--- src/rtl/mem_arbiter_pkg.sv ---
// Shared constants for the two-master RAM arbiter: bus width defaults and master IDs.
// No logic here; imported by mem_arbiter and rr_pick2.
package mem_arbiter_pkg;

  localparam int AW_DEF        = 16;
  localparam int DW_DEF        = 16;
  localparam int MAX_BURST_DEF = 4;

  // NONE marks "no master holds the lock".
  typedef enum logic [1:0] {
    M0   = 2'd0,
    M1   = 2'd1,
    NONE = 2'd2
  } master_e;

  function automatic master_e id_to_master(input logic id);
    return id ? M1 : M0;
  endfunction

endpackage

--- src/rtl/mem_arbiter_rr_pick2.sv ---
// Two-way round-robin pick with lock override and burst limit; purely combinational.
// Zero latency; valid whenever any request is present.
module rr_pick2
  import mem_arbiter_pkg::*;
#(
  parameter int MAX_BURST = MAX_BURST_DEF,
  parameter int BW        = 3
) (
  input  logic [1:0]    i_req,
  input  master_e       i_lock_owner,
  input  logic [BW-1:0] i_burst_cnt,
  input  logic          i_last_grant,
  output logic          o_valid,
  output logic          o_winner
);

  logic w_lock_vld;
  logic w_lock_id;
  logic w_other_id;
  logic w_at_limit;

  assign w_lock_vld = (i_lock_owner != NONE);
  assign w_lock_id  = (i_lock_owner == M1);
  assign w_other_id = ~w_lock_id;
  assign w_at_limit = (i_burst_cnt == BW'(MAX_BURST));

  always_comb begin
    o_valid  = |i_req;
    o_winner = 1'b0;
    if (w_lock_vld && i_req[w_lock_id]) begin
      // The owner keeps the port until its burst budget runs out while the other side waits.
      o_winner = (w_at_limit && i_req[w_other_id]) ? w_other_id : w_lock_id;
    end else begin
      case (i_req)
        2'b01:   o_winner = 1'b0;
        2'b10:   o_winner = 1'b1;
        2'b11:   o_winner = ~i_last_grant;
        default: o_winner = 1'b0;
      endcase
    end
  end

endmodule

--- src/rtl/mem_arbiter.sv ---
// Shares one RAM port between two masters: grant and address issue in the request cycle,
// read data returns one cycle later with a per-master valid; a losing request simply waits.
module mem_arbiter
  import mem_arbiter_pkg::*;
#(
  parameter int AW        = AW_DEF,
  parameter int DW        = DW_DEF,
  parameter int MAX_BURST = MAX_BURST_DEF
) (
  input  logic          clk,
  input  logic          rst,
  input  logic          m0_req,
  input  logic [AW-1:0] m0_addr,
  input  logic [DW-1:0] m0_wdata,
  input  logic          m0_we,
  input  logic          m0_lock,
  output logic          m0_gnt,
  output logic [DW-1:0] m0_rdata,
  output logic          m0_rvalid,
  input  logic          m1_req,
  input  logic [AW-1:0] m1_addr,
  input  logic [DW-1:0] m1_wdata,
  input  logic          m1_we,
  input  logic          m1_lock,
  output logic          m1_gnt,
  output logic [DW-1:0] m1_rdata,
  output logic          m1_rvalid,
  output logic [AW-1:0] memAddr,
  input  logic [DW-1:0] memRead,
  output logic [DW-1:0] memWrite,
  output logic          memWE
);

  localparam int BW = $clog2(MAX_BURST + 1);

  logic          r_last_grant;
  master_e       r_lock_owner;
  logic [BW-1:0] r_burst_cnt;
  logic          r_rd_pending;
  logic          r_rd_master;
  logic [AW-1:0] r_mem_addr;
  logic [DW-1:0] r_mem_wdata;

  logic          w_win_valid;
  logic          w_winner;
  logic [AW-1:0] w_win_addr;
  logic [DW-1:0] w_win_wdata;
  logic          w_win_we;
  logic          w_win_lock;
  logic          w_same_owner;
  logic [BW-1:0] w_burst_nxt;

  rr_pick2 #(
    .MAX_BURST (MAX_BURST),
    .BW        (BW)
  ) u_pick (
    .i_req        ({m1_req, m0_req}),
    .i_lock_owner (r_lock_owner),
    .i_burst_cnt  (r_burst_cnt),
    .i_last_grant (r_last_grant),
    .o_valid      (w_win_valid),
    .o_winner     (w_winner)
  );

  assign w_win_addr  = w_winner ? m1_addr  : m0_addr;
  assign w_win_wdata = w_winner ? m1_wdata : m0_wdata;
  assign w_win_we    = w_winner ? m1_we    : m0_we;
  assign w_win_lock  = w_winner ? m1_lock  : m0_lock;

  // Burst counting continues only while the same master re-wins on a held lock.
  assign w_same_owner = (r_lock_owner == id_to_master(w_winner));
  assign w_burst_nxt  = !w_same_owner                        ? BW'(1) :
                        (r_burst_cnt == BW'(MAX_BURST))      ? r_burst_cnt :
                                                               r_burst_cnt + BW'(1);

  always_ff @(posedge clk or negedge rst) begin
    if (!rst) begin
      r_last_grant <= 1'b1;
      r_lock_owner <= NONE;
      r_burst_cnt  <= '0;
      r_rd_pending <= 1'b0;
      r_rd_master  <= 1'b0;
      r_mem_addr   <= '0;
      r_mem_wdata  <= '0;
    end else if (w_win_valid) begin
      r_last_grant <= w_winner;
      r_lock_owner <= w_win_lock ? id_to_master(w_winner) : NONE;
      r_burst_cnt  <= w_burst_nxt;
      r_rd_pending <= ~w_win_we;
      r_rd_master  <= w_winner;
      r_mem_addr   <= w_win_addr;
      r_mem_wdata  <= w_win_wdata;
    end else begin
      r_rd_pending <= 1'b0;
    end
  end

  always_comb begin
    memAddr   = r_mem_addr;
    memWrite  = r_mem_wdata;
    memWE     = 1'b0;
    m0_gnt    = 1'b0;
    m1_gnt    = 1'b0;
    m0_rvalid = r_rd_pending & ~r_rd_master;
    m1_rvalid = r_rd_pending &  r_rd_master;
    m0_rdata  = m0_rvalid ? memRead : '0;
    m1_rdata  = m1_rvalid ? memRead : '0;
    if (w_win_valid) begin
      memAddr  = w_win_addr;
      memWrite = w_win_wdata;
      memWE    = w_win_we;
      m0_gnt   = ~w_winner;
      m1_gnt   = w_winner;
    end
    // Reset overrides everything, including combinational grants from live requests.
    if (!rst) begin
      memAddr   = '0;
      memWrite  = '0;
      memWE     = 1'b0;
      m0_gnt    = 1'b0;
      m1_gnt    = 1'b0;
      m0_rvalid = 1'b0;
      m1_rvalid = 1'b0;
      m0_rdata  = '0;
      m1_rdata  = '0;
    end
  end

endmodule

--- config.mk ---
export PLATFORM = sky130hd
export DESIGN_NAME = mem_arbiter
export DESIGN_NICKNAME = d
export VERILOG_FILES = /design/src/rtl/mem_arbiter_pkg.sv /design/src/rtl/mem_arbiter_rr_pick2.sv /design/src/rtl/mem_arbiter.sv
export SDC_FILE = /design/constraint.sdc
export NUM_CORES = 1
export LEC_CHECK = 0
export ABC_AREA = 1
export CORE_UTILIZATION = 60
export DETAILED_ROUTE_END_ITERATION = 8
export DONT_BUFFER_PORTS = 1
export GPL_ROUTABILITY_DRIVEN = 1
export PLACE_DENSITY = 0.8
export SETUP_SLACK_MARGIN = 0.2
export SYNTH_ARGS = -nofsm -noshare
export SYNTH_HDL_FRONTEND = slang
export SYNTH_SLANG_ARGS = --single-unit
--- constraint.sdc ---
create_clock -name clk -period 5.1 [get_ports clk]
set_input_delay 1.275 -clock clk [delete_from_list [all_inputs] [get_ports clk]]
set_output_delay 1.275 -clock clk [all_outputs]
set_load 0.01 [all_outputs]
==> results of run 1 <==
-- cell families after synthesis --
logic type                 synth area share (%)
AOI/OAI and AO/OA                         10.41
xor gates and xnor gates                 0.3628
adders and majority gates                 1.036
buffers and inverters                     10.05
DFF                                       41.55
and+or+nand+nor                           36.58
-- metal layers --
metal	vias to the layer above	global-route usage [%]
met5	-	0
met4	0	8.424
met3	4	6.771
met2	114	45.10
met1	1047	28.41
li1	1086	-
-- sequential cells by signal, indices dropped and copies added (netlist names) --
signal,flops
r_burst_cnt,3
r_last_grant,1
r_lock_owner,2
r_mem_addr,16
r_mem_wdata,16
r_rd_master,1
r_rd_pending,1
-- how the worst max path moves through the flow --
stage | startpoint | to | slack [ns] | depth (start not counted)
3_3_place_gp | m1_req | memAddr[5] | 1.04 | 9
4_1_cts | m1_req | memWrite[0] | 0.98 | 8
6_report | m1_req | memAddr[6] | 0.97 | 8
5_1_grt | m1_req | memWrite[0] | 0.82 | 8
2_1_floorplan | m1_req | memAddr[0] | 1.48 | 5
3_5_place_dp | m1_req | memWrite[0] | 0.98 | 8
-- layout make-up --
class	count	area (µm²)	share of cell area, %
Multi-Input combinational cell	248	1176	47.57
Tap cell	48	60.06	2.429
Timing Repair Buffer	2	15.01	0.6073
Inverter	34	127.6	5.162
Clock buffer	8	90.09	3.644
Sequential cell	40	1003	40.59
-- synthesized netlist by cell type --
library cell and n:
nand2_1 105, nand3_1 43, dfrtp_1 38, nor2_1 37, a31oi_1 32, inv_1 31
nand2_2 12, buf_6 5, clkbuf_1 5, o21ai_0 3, a21oi_1 2, buf_2 2
buf_4 2, dfstp_2 2, ha_1 2, inv_2 2, nor3_1 2, o21ai_1 2
a21boi_0 1, and2_1 1, buf_8 1, clkinv_1 1, nand2_4 1, nand4_1 1
nor2_2 1, nor2_8 1, o221ai_1 1, xnor2_1 1
-- report_power, final --
group	total, mW	switching [mW]	leakage, nW	internal (mW)
clock	0.208	0.0982	0.0455	0.110
combinational	0.311	0.219	0.732	0.0912
sequential	0.429	0.0305	0.479	0.399
-- per-stage QoR --
step	total power [mW]	utilization [%]
6_report	0.9484	65.56
5_1_grt	1.016	65.56
4_1_cts	0.9537	65.56
3_5_place_dp	0.7451	63.17
3_3_place_gp	0.7323	63.17
2_1_floorplan	0.7104	-
-- worst min-delay path, cell delays in order, from the launching register on --
cell and delay [ns]:
dfstp_2 0.38, nand2_1 0.06, nand2_1 0.05
==> reports/results.md, run 1 <==
* site row count: 22
* share of cells above drive strength 1: 8.434%
* number of nets in the synthesized netlist: 427
* clock latency of the later-clocked register in the worst-skew pair: 0.28 ns
* Maximum Capacitance Violations: 0
* clock period minus final worst setup slack: 4.133 ns
* average wire per cell in the routed design: 14.38 µm
* CTS Hold Buffers Added: 0
* Worst R2R Start: r_burst_cnt[0]$_DFFE_PN0P_
* setup tns final: 0 ns
* routability congestion estimate: 0.8830
* count of fill cells added during filler insertion: 338
* total via count in the routed design: 2251
* detailed router's first-iteration violation count: 115
* Core Area: 0.003771 mm²
* Post-CTS Resized: 0
* HPWL Detailed: 4089 µm
* CTS tree: yes
* most frequent cells in the layout: nand2_1, nand3_1, dfrtp_1
* number of distinct library cell variants in the gate-level netlist after synthesis: 28
* largest net degree at the start of global routing: 44
* via count of the first global-routing pass: 1857
* area grow syn2layout: 2.383%
* x dimension of the die: 65.44 µm
* first-pass GRT wire length: 8038 µm
* most common cell after layout, fill and taps aside: nand2_1
* Critical Path AT: 2.86 ns
* grt ovf: 0
* number of routed nets with antenna violations: 0
* Most Frequent Cell on Critical Path: nand3_1
* worst endpoint required time: 3.83 ns
* final design instance area without fill: 0.002472 mm²
* met3 WL post-DR: 397 µm
* post-synthesis cell type with the largest combined area: dfrtp_1
* Lkg Pwr: 1.257 nW
* Reg2Reg Setup Slack: 2.91 ns
* worst reg2reg endpoint: r_mem_wdata[15]$_DFF_PN0_
* kind of critical path: input pin to primary output
* post-detailed-placement cell area: 0.002382 mm²
* Setup Viol. Count Final: 0
* I/O pins: 157
* uppermost layer routed: met4
* worst max-slew margin expressed relative to the limit: 61.62%
* clock edge transition at the registers on the reported setup and hold paths: 0.07 ns
* number of diodes: 0
* clock buffer count from CTS: 5
* Setup Slack @ Placement: 0.9828 ns
* Hold Path Stages: 2
* die span in y: 65.44 µm
* first-pass iteration count of the detailed router: 4
* depth of the most critical reg-to-reg path: 11
* kind of start point of the critical path: input pin
* number of cells in the design after placement: 372
* class of the tightest hold or removal check: flip-flop to flip-flop
* PD cells: 383.6 mW/mm²
* GR Util All Layers: 25.07%
* final cycle utilization of the critical path: 81.04%
* worst clock skew: 0.005906 ns
* total of buffers placed on input and output ports: 0
* type of element capturing the critical path: primary output
* number of H-tree levels: 2
* DRC violations left: 0
* initial antenna violation count: 0
* Final Net Count: 421
* total number of yosys warnings: 0
* result of the run: complete, no violations
* Routed Wire Length: 5465 µm
* post-synthesis sequential element count: 40
* series of cell instances along the critical path: inv_1, nand3_1, nand3_1, nand2_2, nand2_4, nor2_8, nand2_1, a31oi_1
* post-route worst hold slack: 0.4902 ns
* number of slew-limit violations in the final report: 0
* post-synthesis cell count: 337
* crit-path leading delay family: simple AND/OR/NAND/NOR gates
* number of vias per cell: 5.924
* slowest stage cell, crit path: nor2_8
* final std cells w/o fill: 380
* Final Hold Vio Count: 0
* buffers from clock root to sink, at most: 2
* maximum fanout count along the critical path: 36
* Largest stage delay, worst path: 0.48 ns
* destination of the worst hold path: r_last_grant$_DFFE_PN1N_
* number of buffers inserted to repair setup after CTS: 0
* source of the worst hold timing path: r_last_grant$_DFFE_PN1N_
* VDD IR max: 248.6 µV
* floorplan die area: 0.004282 mm²
* proportion of synthesized chip area in sequential cells: 41.55%
* main area contributors after synthesis: dfrtp_1, nand2_1, nand3_1
* Achievable Freq: 0.2420 GHz
* combined buffer and inverter count along the critical path: 1
* CTS sink count: 40
* fraction of synthesized cell area taken by the top area cell type: 39.38%
* Clock Tree Root: clkbuf_8
* transition time at the pin with the least slew margin: 0.5740 ns
* initial core utilization: 64.03%
* cell area after technology mapping: 0.002415 mm²
* DR WL met2: 2801 µm
* synthesized area per cell: 7.166 µm²
* RSZ-0062 raised after global routing: false
* WL met1: 2216 µm
* Setup WS post-layout: 0.9672 ns
Power figures use the tool's default switching activity.
==> run 2: changes to the inputs <==
==> constraint.sdc (replaced) <==
create_clock -name clk -period 3.9 [get_ports clk]
set_input_delay 0.975 -clock clk [delete_from_list [all_inputs] [get_ports clk]]
set_output_delay 0.975 -clock clk [all_outputs]
set_load 0.01 [all_outputs]
==> run 2 against run 1 <==
Via count fell by 1.6%; register-to-register slack got worse by 1.0 ns; critical path type unchanged; wire length fell by 0.90%.
==> reports/results.md, run 2 (synthesized netlist as in run 1, its figures left out) <==
* result of the run: complete, no violations
* maximum fanout count along the critical path: 34
* share of cells above drive strength 1: 9.009%
* combined buffer and inverter count along the critical path: 1
* GR Util All Layers: 25.69%
* Most Frequent Cell on Critical Path: nand2_1
* Critical Path AT: 2.44 ns
* grt ovf: 0
* sequential standard cell area: 0.001003 mm²
* routability congestion estimate: 0.9465
* detailed router's first-iteration violation count: 113
* depth of the most critical reg-to-reg path: 10
* CTS tree: yes
* clock edge transition at the registers on the reported setup and hold paths: 0.07 ns
* worst clock skew: 0.006780 ns
* clock period minus final worst setup slack: 3.416 ns
* CTS Hold Buffers Added: 0
* RSZ-0062 raised after global routing: false
* core utilization of the finished layout: 66.03%
* kind of start point of the critical path: input pin
* crit-path leading delay family: simple AND/OR/NAND/NOR gates
* Largest stage delay, worst path: 0.46 ns
* first-pass GRT wire length: 8355 µm
* Routed Wire Length: 5416 µm
* site row count: 22
* area grow syn2layout: 3.109%
* setup tns final: 0 ns
* Achievable Freq: 0.2927 GHz
* Clock Tree Root: clkbuf_8
* initial antenna violation count: 0
* most common cell after layout, fill and taps aside: nand2_1
* kind of critical path: input pin to primary output
* Final Hold Vio Count: 0
* Clk pwr share: 23.2%
* number of vias per cell: 5.814
* part of the power in combinational logic: 32.6%
* buffers from clock root to sink, at most: 2
* I/O pins: 157
* Maximum Capacitance Violations: 0
* floorplan die area: 0.004282 mm²
* multi-input logic area: 0.001176 mm²
* largest net degree at the start of global routing: 44
* HPWL Detailed: 4021 µm
* most frequent cells in the layout: nand2_1, nand3_1, dfrtp_1
* WP depth: 8
* transition time at the pin with the least slew margin: 0.5868 ns
* PD cells: 507.6 mW/mm²
* sequential share of power: 44.3%
* count of fill cells added during filler insertion: 340
* average wire per cell in the routed design: 14.22 µm
* total via count in the routed design: 2215
* Final Net Count: 422
* final cycle utilization of the critical path: 87.60%
* initial core utilization: 64.03%
* CTS sink count: 40
* Switching Power: 0.4571 mW
* worst endpoint required time: 2.92 ns
* x dimension of the die: 65.44 µm
* DRC violations left: 0
* Core Area: 0.003771 mm²
* sw frac: 36.17%
* number of routed nets with antenna violations: 0
* VDD IR max: 362.9 µV
* total of buffers placed on input and output ports: 0
* Setup Viol. Count Final: 0
* class of the tightest hold or removal check: input pin to async pin
* first-pass iteration count of the detailed router: 5
* Post-CTS Resized: 0
* slowest stage cell, crit path: nor2_8
* clock buffer count from CTS: 5
* clock latency of the later-clocked register in the worst-skew pair: 0.29 ns
* die span in y: 65.44 µm
* post-route worst hold slack: 0.3756 ns
* number of diodes: 0
* number of slew-limit violations in the final report: 0
* worst max-slew margin expressed relative to the limit: 60.77%
* number of buffers inserted to repair setup after CTS: 0
* type of element capturing the critical path: primary output
* series of cell instances along the critical path: inv_1, o21ai_1, nand2_1, nand2_2, nand2_4, nor2_8, nand2_1, a31oi_1
* largest registers ranked by flip-flop count: r_mem_addr: 16 flops, r_mem_wdata: 16 flops, r_burst_cnt: 3 flops
* Lkg Pwr: 1.268 nW
* via count of the first global-routing pass: 1952
* number of H-tree levels: 2
* Internal: 0.8068 mW
## run 2: changes by cell type in the layout (fill, tap and decap cells not counted), sizes merged
| cell | change |
|---|---|
| buf | +1 |
## run 2: area by class of cell
type                       count  area share, %
timing repair buffer           3         0.9045
sequential                    40          40.30
multi-input combinational    248          47.24
clock buffer                   8          4.020
tap                           48          2.412
inverter                      34          5.126
## run 2: stage by stage
stage | area (µm²) | power (mW) | setup WS (ns) | std cells
after detailed placement | 2390 | 0.9792 | 0.5297 | 373
after CTS | 2490 | 1.272 | 0.5048 | 381
after floorplan | 2415 | 0.9290 | 0.8761 | 337
final | 2490 | 1.264 | 0.4836 | 381
after global routing | 2490 | 1.351 | 0.3049 | 381
after global placement | 2390 | 0.9637 | 0.5444 | 373
## run 2: final timing paths
kind / startpoint / to / slack [ns]
max: m0_req / memWrite[10] / 0.48
min: rst / r_mem_wdata[14]$_DFF_PN0_ / 0.38
min reg2reg: r_last_grant$_DFFE_PN1N_ / r_last_grant$_DFFE_PN1N_ / 0.47
min in group clk: r_last_grant$_DFFE_PN1N_ / r_last_grant$_DFFE_PN1N_ / 0.47
max in group asynchronous: rst / r_last_grant$_DFFE_PN1N_ / 3.34
max reg2reg: r_burst_cnt[0]$_DFFE_PN0P_ / r_mem_addr[6]$_DFF_PN0_ / 1.88
## run 2: metal layers
layer	global-route usage (%)	vias to the layer above	wire [µm]
li1	-	1083	-
met1	29.61	1014	2194
met2	44.97	112	2729
met3	5.382	6	413
met4	12.50	0	78
met5	0	-	0
## run 2: worst register-to-register path: stages (launching register included)
cell and delay, ns:
dfrtp_1 0.39, inv_1 0.08, ha_1 0.16, nand2_1 0.09, o21ai_1 0.17, nand2_1 0.09, nand2_2 0.10, nand2_4 0.15
nor2_8 0.46, nand2_1 0.16, nand3_1 0.11
## run 2: power groups by stage
stage / logic [mW] / clock network, mW / registers [mW]
after floorplan: 0.371 / 0 / 0.558
after global placement: 0.399 / 0 / 0.565
after detailed placement: 0.412 / 0 / 0.567
after CTS: 0.413 / 0.299 / 0.560
after global routing: 0.468 / 0.312 / 0.572
final: 0.411 / 0.293 / 0.560
